**config.mk**
```make
export PLATFORM = sky130hd
export DESIGN_NAME = cpu_control_sequencer_flat
export DESIGN_NICKNAME = d
export VERILOG_FILES = /design/src/rtl/cpu_pkg.sv /design/src/rtl/cpu_control_sequencer_if.sv /design/src/rtl/inst_decoder.sv /design/src/rtl/cpu_control_sequencer.sv /design/src/flat_wrapper.sv
export SDC_FILE = /design/constraint.sdc
export NUM_CORES = 1
export LEC_CHECK = 0
export ABC_AREA = 1
export CORE_ASPECT_RATIO = 1.2
export CORE_MARGIN = 2
export CORE_UTILIZATION = 33
export CTS_CLUSTER_SIZE = 12
export DETAILED_ROUTE_END_ITERATION = 10
export DONT_BUFFER_PORTS = 1
export PLACE_DENSITY = 0.49
export SYNTH_ARGS = -nofsm -noshare
export SYNTH_HDL_FRONTEND = slang
export SYNTH_SLANG_ARGS = --single-unit
```
**constraint.sdc**
```tcl
create_clock -name clk -period 2.15 [get_ports clk]
set_clock_uncertainty 0.05 [all_clocks]
set_input_delay 0.43 -clock clk [delete_from_list [all_inputs] [get_ports clk]]
set_output_delay 0.43 -clock clk [all_outputs]
set_load 0.03 [all_outputs]
```
**src/rtl/cpu_pkg.sv**
```systemverilog
// Shared definitions for the CPU control sequencer: default opcodes,
// instruction field positions, FSM state encoding and the decoded-field bundle.
// Contents: OP_* opcode defaults, *_LSB field offsets, state_t, fields_t.
package cpu_pkg;

    localparam logic [3:0] OP_JMP  = 4'd9;
    localparam logic [3:0] OP_BEQZ = 4'd8;
    localparam logic [3:0] OP_HALT = 4'd15;

    // Least-significant bit of each field within the 16-bit instruction word.
    localparam int OP_LSB   = 12;
    localparam int RD_LSB   = 9;
    localparam int RS_LSB   = 6;
    localparam int RT_LSB   = 3;
    localparam int FUNC_LSB = 0;
    localparam int IMM_LSB  = 0;
    localparam int JOFF_LSB = 0;

    typedef enum logic [1:0] {
        FETCH,
        DECODE,
        EXEC,
        HALT
    } state_t;

    typedef struct packed {
        logic [3:0] op;
        logic [2:0] rd;
        logic [2:0] rs;
        logic [2:0] rt;
        logic [2:0] func;
        logic [5:0] imm;
        logic [7:0] jump_offset;
    } fields_t;

endpackage

```
**src/rtl/cpu_control_sequencer_if.sv**
```systemverilog
// Bundle of the sequencer's instruction-memory, datapath and status signals.
// Modport seq is the sequencer side; modport env is the memory/datapath side.
// Ports: imem_* fetch handshake, decoded fields, exec_start/exec_done/zero, pc, halted.
interface cpu_control_sequencer_if #(
    parameter int PC_W = 8
);

    logic            imem_req;
    logic [PC_W-1:0] imem_addr;
    logic            imem_valid;
    logic [15:0]     imem_rdata;
    logic [3:0]      op;
    logic [2:0]      rd;
    logic [2:0]      rs;
    logic [2:0]      rt;
    logic [2:0]      func;
    logic [5:0]      imm;
    logic [7:0]      jump_offset;
    logic            exec_start;
    logic            exec_done;
    logic            zero;
    logic [PC_W-1:0] pc;
    logic            halted;

    modport seq (
        output imem_req, imem_addr, op, rd, rs, rt, func, imm, jump_offset,
               exec_start, pc, halted,
        input  imem_valid, imem_rdata, exec_done, zero
    );

    modport env (
        input  imem_req, imem_addr, op, rd, rs, rt, func, imm, jump_offset,
               exec_start, pc, halted,
        output imem_valid, imem_rdata, exec_done, zero
    );

endinterface

```
**src/rtl/inst_decoder.sv**
```systemverilog
// Combinational field slicer from a 16-bit instruction word to its fields.
// Latency: 0 cycles (pure combinational). Backpressure: none.
// Ports: inst_i instruction word in, fields_o decoded field bundle out.
module inst_decoder
    import cpu_pkg::*;
(
    input  logic [15:0] inst_i,
    output fields_t     fields_o
);

    assign fields_o.op          = inst_i[OP_LSB   +: 4];
    assign fields_o.rd          = inst_i[RD_LSB   +: 3];
    assign fields_o.rs          = inst_i[RS_LSB   +: 3];
    assign fields_o.rt          = inst_i[RT_LSB   +: 3];
    assign fields_o.func        = inst_i[FUNC_LSB +: 3];
    assign fields_o.imm         = inst_i[IMM_LSB  +: 6];
    assign fields_o.jump_offset = inst_i[JOFF_LSB +: 8];

endmodule

```
**src/rtl/cpu_control_sequencer.sv**
```systemverilog
// Multi-cycle FETCH/DECODE/EXEC sequencer owning the PC; halts on OP_HALT.
// Latency: 3 cycles per instruction, +1 per cycle of late imem_valid or exec_done.
// Backpressure: imem_req held until imem_valid; EXEC waits indefinitely for exec_done.
// Ports: clk, rst (async active-low), bus (seq modport: fetch, decode, exec, status).
module cpu_control_sequencer
    import cpu_pkg::state_t, cpu_pkg::fields_t,
           cpu_pkg::FETCH, cpu_pkg::DECODE, cpu_pkg::EXEC, cpu_pkg::HALT;
#(
    parameter int              PC_W     = 8,
    parameter logic [PC_W-1:0] RESET_PC = '0,
    parameter logic [3:0]      OP_JMP   = cpu_pkg::OP_JMP,
    parameter logic [3:0]      OP_BEQZ  = cpu_pkg::OP_BEQZ,
    parameter logic [3:0]      OP_HALT  = cpu_pkg::OP_HALT
) (
    input  logic                  clk,
    input  logic                  rst,
    cpu_control_sequencer_if.seq  bus
);

    state_t          state_q, state_d;
    logic [PC_W-1:0] pc_q, pc_d;
    logic [15:0]     inst_q, inst_d;
    fields_t         fields_q, fields_d;
    logic            exec_start_q, exec_start_d;
    logic            imem_req_q, imem_req_d;

    fields_t         dec;
    logic [PC_W-1:0] off_ext;
    logic            take_offset;
    logic [PC_W-1:0] pc_next;

    inst_decoder u_dec (
        .inst_i   (inst_q),
        .fields_o (dec)
    );

    // Offset is sign-extended for wide PCs and truncated for narrow ones.
    generate
        if (PC_W > 8) begin : g_sext
            assign off_ext = {{(PC_W-8){fields_q.jump_offset[7]}}, fields_q.jump_offset};
        end else begin : g_trunc
            assign off_ext = fields_q.jump_offset[PC_W-1:0];
        end
    endgenerate

    assign take_offset = (fields_q.op == OP_JMP) ||
                         ((fields_q.op == OP_BEQZ) && bus.zero);
    assign pc_next     = take_offset ? (pc_q + off_ext) : (pc_q + PC_W'(1));

    always_comb begin
        state_d      = state_q;
        pc_d         = pc_q;
        inst_d       = inst_q;
        fields_d     = fields_q;
        exec_start_d = 1'b0;
        case (state_q)
            FETCH: begin
                // A word is only taken while the request is actually on the port.
                if (imem_req_q && bus.imem_valid) begin
                    inst_d  = bus.imem_rdata;
                    state_d = DECODE;
                end
            end
            DECODE: begin
                fields_d = dec;
                if (dec.op == OP_HALT) begin
                    state_d = HALT;
                end else begin
                    // Registered so the pulse lines up with the freshly
                    // registered fields in the first EXEC cycle.
                    exec_start_d = 1'b1;
                    state_d      = EXEC;
                end
            end
            EXEC: begin
                if (bus.exec_done) begin
                    pc_d    = pc_next;
                    state_d = FETCH;
                end
            end
            HALT: begin
                state_d = HALT;
            end
            default: begin
                state_d = FETCH;
            end
        endcase
        // Request is registered so it stays low while in reset and rises
        // on the first edge after release.
        imem_req_d = (state_d == FETCH);
    end

    always_ff @(posedge clk or negedge rst) begin
        if (!rst) begin
            state_q      <= FETCH;
            pc_q         <= RESET_PC;
            inst_q       <= '0;
            fields_q     <= '0;
            exec_start_q <= 1'b0;
            imem_req_q   <= 1'b0;
        end else begin
            state_q      <= state_d;
            pc_q         <= pc_d;
            inst_q       <= inst_d;
            fields_q     <= fields_d;
            exec_start_q <= exec_start_d;
            imem_req_q   <= imem_req_d;
        end
    end

    assign bus.imem_req    = imem_req_q;
    assign bus.imem_addr   = pc_q;
    assign bus.pc          = pc_q;
    assign bus.op          = fields_q.op;
    assign bus.rd          = fields_q.rd;
    assign bus.rs          = fields_q.rs;
    assign bus.rt          = fields_q.rt;
    assign bus.func        = fields_q.func;
    assign bus.imm         = fields_q.imm;
    assign bus.jump_offset = fields_q.jump_offset;
    assign bus.exec_start  = exec_start_q;
    assign bus.halted      = (state_q == HALT);

endmodule
```
**src/flat_wrapper.sv**
```systemverilog
// flat-port wrapper written by rule: the top's interface ports become plain ports
module cpu_control_sequencer_flat import cpu_pkg::state_t, cpu_pkg::fields_t,
           cpu_pkg::FETCH, cpu_pkg::DECODE, cpu_pkg::EXEC, cpu_pkg::HALT;
#(
    parameter int              PC_W     = 8,
    parameter logic [PC_W-1:0] RESET_PC = '0,
    parameter logic [3:0]      OP_JMP   = cpu_pkg::OP_JMP,
    parameter logic [3:0]      OP_BEQZ  = cpu_pkg::OP_BEQZ,
    parameter logic [3:0]      OP_HALT  = cpu_pkg::OP_HALT
)
  (clk, rst, bus_imem_req, bus_imem_addr, bus_op, bus_rd, bus_rs, bus_rt, bus_func, bus_imm, bus_jump_offset, bus_exec_start, bus_pc, bus_halted, bus_imem_valid, bus_imem_rdata, bus_exec_done, bus_zero);
  cpu_control_sequencer_if #(.PC_W(PC_W)) bus_i ();
  input  logic clk;
  input  logic rst;
  output wire logic [$bits(bus_i.imem_req)-1:0] bus_imem_req;
  output wire logic [$bits(bus_i.imem_addr)-1:0] bus_imem_addr;
  output wire logic [$bits(bus_i.op)-1:0] bus_op;
  output wire logic [$bits(bus_i.rd)-1:0] bus_rd;
  output wire logic [$bits(bus_i.rs)-1:0] bus_rs;
  output wire logic [$bits(bus_i.rt)-1:0] bus_rt;
  output wire logic [$bits(bus_i.func)-1:0] bus_func;
  output wire logic [$bits(bus_i.imm)-1:0] bus_imm;
  output wire logic [$bits(bus_i.jump_offset)-1:0] bus_jump_offset;
  output wire logic [$bits(bus_i.exec_start)-1:0] bus_exec_start;
  output wire logic [$bits(bus_i.pc)-1:0] bus_pc;
  output wire logic [$bits(bus_i.halted)-1:0] bus_halted;
  input wire logic [$bits(bus_i.imem_valid)-1:0] bus_imem_valid;
  input wire logic [$bits(bus_i.imem_rdata)-1:0] bus_imem_rdata;
  input wire logic [$bits(bus_i.exec_done)-1:0] bus_exec_done;
  input wire logic [$bits(bus_i.zero)-1:0] bus_zero;
  assign bus_imem_req = bus_i.imem_req;
  assign bus_imem_addr = bus_i.imem_addr;
  assign bus_op = bus_i.op;
  assign bus_rd = bus_i.rd;
  assign bus_rs = bus_i.rs;
  assign bus_rt = bus_i.rt;
  assign bus_func = bus_i.func;
  assign bus_imm = bus_i.imm;
  assign bus_jump_offset = bus_i.jump_offset;
  assign bus_exec_start = bus_i.exec_start;
  assign bus_pc = bus_i.pc;
  assign bus_halted = bus_i.halted;
  assign bus_i.imem_valid = bus_imem_valid;
  assign bus_i.imem_rdata = bus_imem_rdata;
  assign bus_i.exec_done = bus_exec_done;
  assign bus_i.zero = bus_zero;
  cpu_control_sequencer #(.PC_W(PC_W), .RESET_PC(RESET_PC), .OP_JMP(OP_JMP), .OP_BEQZ(OP_BEQZ), .OP_HALT(OP_HALT)) u_core (.clk(clk), .rst(rst), .bus(bus_i));
endmodule
```
==> impl_results.md, run 1 <==
* Run status: completed
* CTS tree: built
* Starting density of the core at around 34%
* Die Ht at 94.70 µm
* Max IR drop VDD at about 410 µV
* Final period utilization at 95.70%
* Filler cell count at between 600 and 700
* Power per cell area at 566.7 nW/µm²
* Wire per inst at between 10 and 15 µm
* Setup crit end kind: register
* Final setup viols at 0
* Total power at 1.536 mW
* Clk_lat worst skew at roughly 0.3 ns
* Leak at 1.375 nW
* GR Layer Usage met1 at 15.44%
* Standard-cell rows at 33
* Root Buffer Master: clkbuf_8
* RSZ-0062 raised after global routing: yes
* Inserted Diodes at 0
* Layout cells sized above 1 at 36.76%
* Clk pwr share at around 44%
* Core region area at 6730 µm²
* Max-Slew Margin vs Limit at 56.78%
* P&R area growth vs syn at 19.86%
* Clock-pin transition on the worst setup and hold timing paths at approximately 0.09 ns
* Post-layout util at around 40%
* First-pass GRT wire length at 7189 µm
* Via count at 1513
* Fin crit period at 2.058 ns
* Mux cell area share after synthesis at under 10%
* Largest net degree at the start of global routing at between 40 and 50
* Simple-gate share of the synthesized area at 15.65%
* Psw at 320.3 µW
* ANT nets after route at 0
* Final net count at around 280
* Max Cap Viol at 0
* Post-route insts no fill at 340
* Most frequent cells in the layout: 43 x dfrtp_1, 39 x nand2_1, 31 x buf_4
* Number of global-route vias before repair at 1437
* Clock Tree Buf Depth at 2
* Inst Count DP at around 320
* PnR worst setup slack at 0.09248 ns
* Post-Syn Instances at between 200 and 250
* Synth Register Bits at between 40 and 50
* Final slew viol count at 0
* Antenna violations before repair at 0
* Vias/cell at 4.450
* Critical Path Fanout Max at 3
* Post-synthesis cell type count at 27
* Critical Path AT at 2.21 ns
* All-Layer GR Usage at between 10% and 20%
* Sw Share at 20.85%
* DP Wirelength at 3094 µm
* Synth Area in Compound Gates at 9.181%
* I/O pin count at 70
* GRT met2 Usage at 20.03%
* Crit Path Class: register to register
* Commonest non-fill, non-tap cell in the layout: dfrtp_1
* XOR/XNOR Fraction of Synth Area at 1.162%
* Width of the die at 79.58 µm
* Met3 usage at 3.920%
* Main combinational cell family by area after synthesis: simple AND/OR/NAND/NOR gates
* Synth Net Count at 268
* Logic pwr share at 1.8%
* Ys Warns at 0
* 1st-iter DRT viols at 26
* H-tree depth at 2
* Die ar. at approximately 7500 µm²
* Max Freq at 486.0 MHz
* CP startpoint kind: register
* 1st-pass router iterations at 4
* DR DRC count at 0
* DP Worst Slack at -0.02295 ns
* Worst Path Required at 2.30 ns
* Hold Crit Class: input pin to register
* Grt peak-use layer: met2
* Worst slew pin tran at 0.6483 ns
* Final WL at 4601 µm
* Fin. Hold Viols at 0
* IO Port Bufs at 0
* Sequential share of power at ~54%
* Syn avg cell area at 9.465 µm²
* GP Congestion at 0.8637
* Total CTS buffers at 5
* Internal power at 1.216 mW
* Clock Sinks at 44
* Post-Syn Area at approximately 2300 µm²
* Sequential fraction of the synthesis area at 48.67%
* Grt ovf at 0
* Post-Synth Adder-Cell Area at 4.757%
==> flip-flops by register name, indices dropped and copies added, names as in the netlist <==
name	count
u_core.state_q	2
u_core.bus.imem_addr	8
u_core.inst_q	16
u_core.bus.rs	3
u_core.bus.exec_start	1
u_core.bus.rd	3
u_core.bus.jump_offset	6
u_core.bus.op	4
u_core.bus.imem_req	1
==> path summary, 6_finish.rpt <==
kind,end,depth (start not counted),slack [ns],startpoint
worst max register to register,u_core.bus.imem_addr[6]$_DFFE_PN0P_,12,0.09,u_core.bus.op[0]$_DFFE_PN0P_
worst min register to register,u_core.inst_q[6]$_DFFE_PN0P_,2,0.46,u_core.inst_q[6]$_DFFE_PN0P_
max in group asynchronous,u_core.inst_q[6]$_DFFE_PN0P_,2,1.26,rst
worst min-delay path,u_core.state_q[1]$_DFF_PN0_,1,0.21,bus_exec_done
min in group asynchronous,u_core.state_q[1]$_DFF_PN0_,2,0.58,rst
worst max-delay path,u_core.bus.imem_addr[6]$_DFFE_PN0P_,12,0.09,u_core.bus.op[0]$_DFFE_PN0P_
==> power by group through the flow <==
stage	combinational, mW	clock, mW	sequential, mW
6_report	0.0278	0.682	0.827
5_1_grt	0.0321	0.734	0.827
4_1_cts	0.0288	0.709	0.827
3_5_place_dp	0.00327	0	0.843
3_3_place_gp	0.00320	0	0.843
2_1_floorplan	0.00159	0	0.843
==> logic make-up (layout without fill, tap and decap cells) <==
group	after synthesis	after routing
and+or+nand+nor	82	82
buffers and inverters	58	72
DFF	44	44
AOI/OAI and AO/OA	33	33
muxes	11	11
adders and majority gates	8	8
xor gates and xnor gates	3	3
==> routing by layer <==
layer,vias to the layer above,routed length (µm)
met5,-,0
met4,0,92
met3,6,222
met2,27,2339
met1,720,1946
li1,760,-
==> metrics by stage <==
step	hold WS, ns	cell area [µm²]	setup TNS [ns]
after detailed placement	0.08664	2361	-0.02295
after CTS	0.2073	2520	0
final	0.2094	2711	0
after floorplan	0.08441	2267	0
after global placement	0.08642	2361	-0.0004594
after global routing	0.2040	2711	-0.1336
==> critical path, cell delays in order, from the launching register on <==
cell and delay (ns):
dfrtp_2 0.41, or2_4 0.27, nand2_4 0.07, or2_4 0.12, ha_4 0.11, inv_1 0.05
fa_2 0.42, o21ai_4 0.17, nand2_2 0.09, nand2_2 0.05, nand2_1 0.04, nand3_1 0.05
nand2_1 0.05
==> synth_stat cells (all sizes together) <==
library cell	count	area share, %
o211ai	1	0.33
o21ai	17	3.8
inv	31	5.1
mux2	11	6.5
or2	3	0.83
ha	7	3.9
buf	27	9.0
xnor2	1	0.39
a21oi	14	4.8
o21bai	1	0.33
nand4	3	1.5
nor2	22	3.7
dfrtp	44	49
nand3	6	1.3
nand2	47	8.0
fa	1	0.88
nand3b	1	0.33
xor2	2	0.77
==> area by class of cell <==
cell class | count | area, µm² | area share (%)
flip-flops and latches | 44 | 1102 | 40.66
multi-input cells | 137 | 992.2 | 36.59
repair buffers | 33 | 270.3 | 9.968
inverters | 31 | 116.4 | 4.292
well taps | 87 | 108.9 | 4.015
clock buffers | 6 | 82.58 | 3.046
clock inverters | 2 | 38.79 | 1.431
==> repair_timing <==
item                                   4_1_cts  5_1_grt
setup endpoints to repair                    0        7
buffers inserted                             0        6
gates resized for setup                      0       32
endpoints found under the hold margin       44        0
hold buffers                                 2        0
Power figures use the tool's default switching activity.
==> run 2: changes to the inputs <==
Settings changed: GPL_TIMING_DRIVEN set to 0.
==> run 2 against run 1 <==
Fmax shrank 3.1%. Non-clock buffer count grew 2. Register-to-register slack got worse by 0.07 ns. Worst hold slack gained 0.011 ns. Clock power is essentially flat. Wire length increased by 2.1%. Sequential power about the same. Total power down 0.30%. Cell count up 0.59%. Critical path type unchanged. Critical endpoint unchanged.
==> impl_results.md, run 2 (same netlist as run 1, synthesis figures left out) <==
* Critical Path Slowest Stage Cell: dfrtp_2
* Hold Crit Class: input pin to register
* Power per cell area at 572.7 nW/µm²
* Die Ht at 94.70 µm
* Via count at about 1500
* GP Congestion at 0.8428
* Standard-cell rows at 33
* Width of the die at 79.58 µm
* Critical Path AT at 2.27 ns
* DP Wirelength at 3355 µm
* RSZ-0062 raised after global routing: yes
* Biggest register: u_core.inst_q
* DP Worst Slack at -0.1842 ns
* Run status: completed
* IO Port Bufs at 0
* Cell Chain, Critical Path: or2_4, nand2_4, or2_2, ha_4, inv_2, fa_2, o21ai_2, nand2_1, nand2_1, nand2_1, nand3_1, nand2_1
* Worst slew pin tran at 0.4660 ns
* Largest net degree at the start of global routing at 45
* Reg-to-Reg Start: u_core.bus.op[0]$_DFFE_PN0P_
* Clk_lat worst skew at about 0.30 ns
* Most frequent cells in the layout: 41 x dfrtp_1, 40 x nand2_1, 28 x buf_4
* Total CTS buffers at 5
* Leak at ~1.4 nW
* Clock-pin transition on the worst setup and hold timing paths at about 0.090 ns
* Setup slack on the worst flop-to-flop path at 0.03 ns
* Final setup viols at 0
* All-Layer GR Usage at 12.97%
* Clock Tree Buf Depth at 2
* Commonest non-fill, non-tap cell in the layout: dfrtp_1
* Antenna violations before repair at 0
* H-tree depth at 2
* First-pass GRT wire length at 7403 µm
* Final slew viol count at 0
* Vias/cell at 4.465
* Setup crit end kind: register
* Filler cell count at 668
* CTS tree: built
* Number of global-route vias before repair at around 1500
* Worst Path Required at 2.30 ns
* Max Freq at 471.1 MHz
* Die ar. at between 7000 and 8000 µm²
* Post-layout util at about two fifths
* Crit Path Class: register to register
* Final period utilization at 98.74%
* Max Cap Viol at 0
* P&R area growth vs syn at 18.25%
* R2r worst-path depth at 12
* Final WL at 4698 µm
* Fin. Hold Viols at 0
* Critical path endpoint: u_core.bus.imem_addr[6]$_DFFE_PN0P_
* Grt ovf at 0
* 1st-iter DRT viols at 25
* Max IR drop VDD at about 210 µV
* PnR worst setup slack at 0.02714 ns
* Clock Sinks at 44
* Core region area at slightly below 7000 µm²
* Layout cells sized above 1 at 36.86%
* Crit path buf inv count at 1
* Root Buffer Master: clkbuf_8
* RR Endpoint: u_core.bus.imem_addr[6]$_DFFE_PN0P_
* Slowest stage delay, CP at 0.49 ns
* I/O pin count at 70
* Max-Slew Margin vs Limit at 68.93%
* Worst hold start: bus_exec_done
* Worst path depth at 12
* DR DRC count at 0
* CP startpoint kind: register
* Worst path top cell family by delay: simple AND/OR/NAND/NOR gates
* Final net count at 283
* Inserted Diodes at 0
* Max reg flops at 16
* Launch point of the critical path: u_core.bus.op[0]$_DFFE_PN0P_
* Starting density of the core at 33.61%
* Setup_tns at 0 ns
* Fin crit period at ~2.1 ns
* 1st-pass router iterations at 4
* ANT nets after route at 0
* Critical Path Fanout Max at 5
* Most used cell, CP: nand2_1
* Wire per inst at around 14 µm
[run 2: timing repair]
item,in CTS,in global routing
hold buffers,2,0
hold endpoints to repair,44,0
pin swaps,2,7
resized for setup,8,20
buffers inserted,0,6
endpoints found under the setup margin,7,7
[run 2: how the worst min path moves through the flow]
stage | endpoint | depth (start not counted)
CTS | u_core.state_q[1]$_DFF_PN0_ | 1
floorplan | u_core.bus.exec_start$_DFF_PN0_ | 0
detailed placement | u_core.state_q[1]$_DFF_PN0_ | 0
finish | u_core.state_q[1]$_DFF_PN0_ | 1
global placement | u_core.state_q[1]$_DFF_PN0_ | 0
global route | u_core.inst_q[13]$_DFFE_PN0P_ | 1
[run 2: power by group]
part	internal (mW)	switching [mW]
Combinational	0.00825	0.0182
Sequential	0.827	0
Clock	0.380	0.299
[run 2: per-stage QoR]
stage | std cells | hold WS [ns] | power (mW) | area, µm²
6_report | 342 | 0.2205 | 1.532 | 2675
5_1_grt | 342 | 0.2007 | 1.595 | 2675
4_1_cts | 336 | 0.1999 | 1.562 | 2555
3_5_place_dp | 326 | 0.08637 | 0.8453 | 2376
3_3_place_gp | 326 | 0.08635 | 0.8453 | 2376
2_1_floorplan | 239 | 0.08441 | 0.8450 | 2267
[run 2: routing by layer]
layer | track usage [%] | up-vias | wire [µm]
met5 | 0 | - | 0
met1 | 15.34 | 724 | 1966
li1 | - | 762 | -
met3 | 3.633 | 8 | 244
met4 | 6.466 | 0 | 99
met2 | 21.50 | 33 | 2387
[run 2: layout make-up]
cell class | instances | area [µm²] | area share [%]
buffer | 27 | 202.7 | 7.577
clock inverter | 2 | 38.79 | 1.450
tap | 87 | 108.9 | 4.069
multi-input combinational | 137 | 938.4 | 35.08
timing repair buffer | 8 | 82.58 | 3.087
sequential | 44 | 1105 | 41.30
clock buffer | 6 | 82.58 | 3.087
inverter | 31 | 116.4 | 4.350
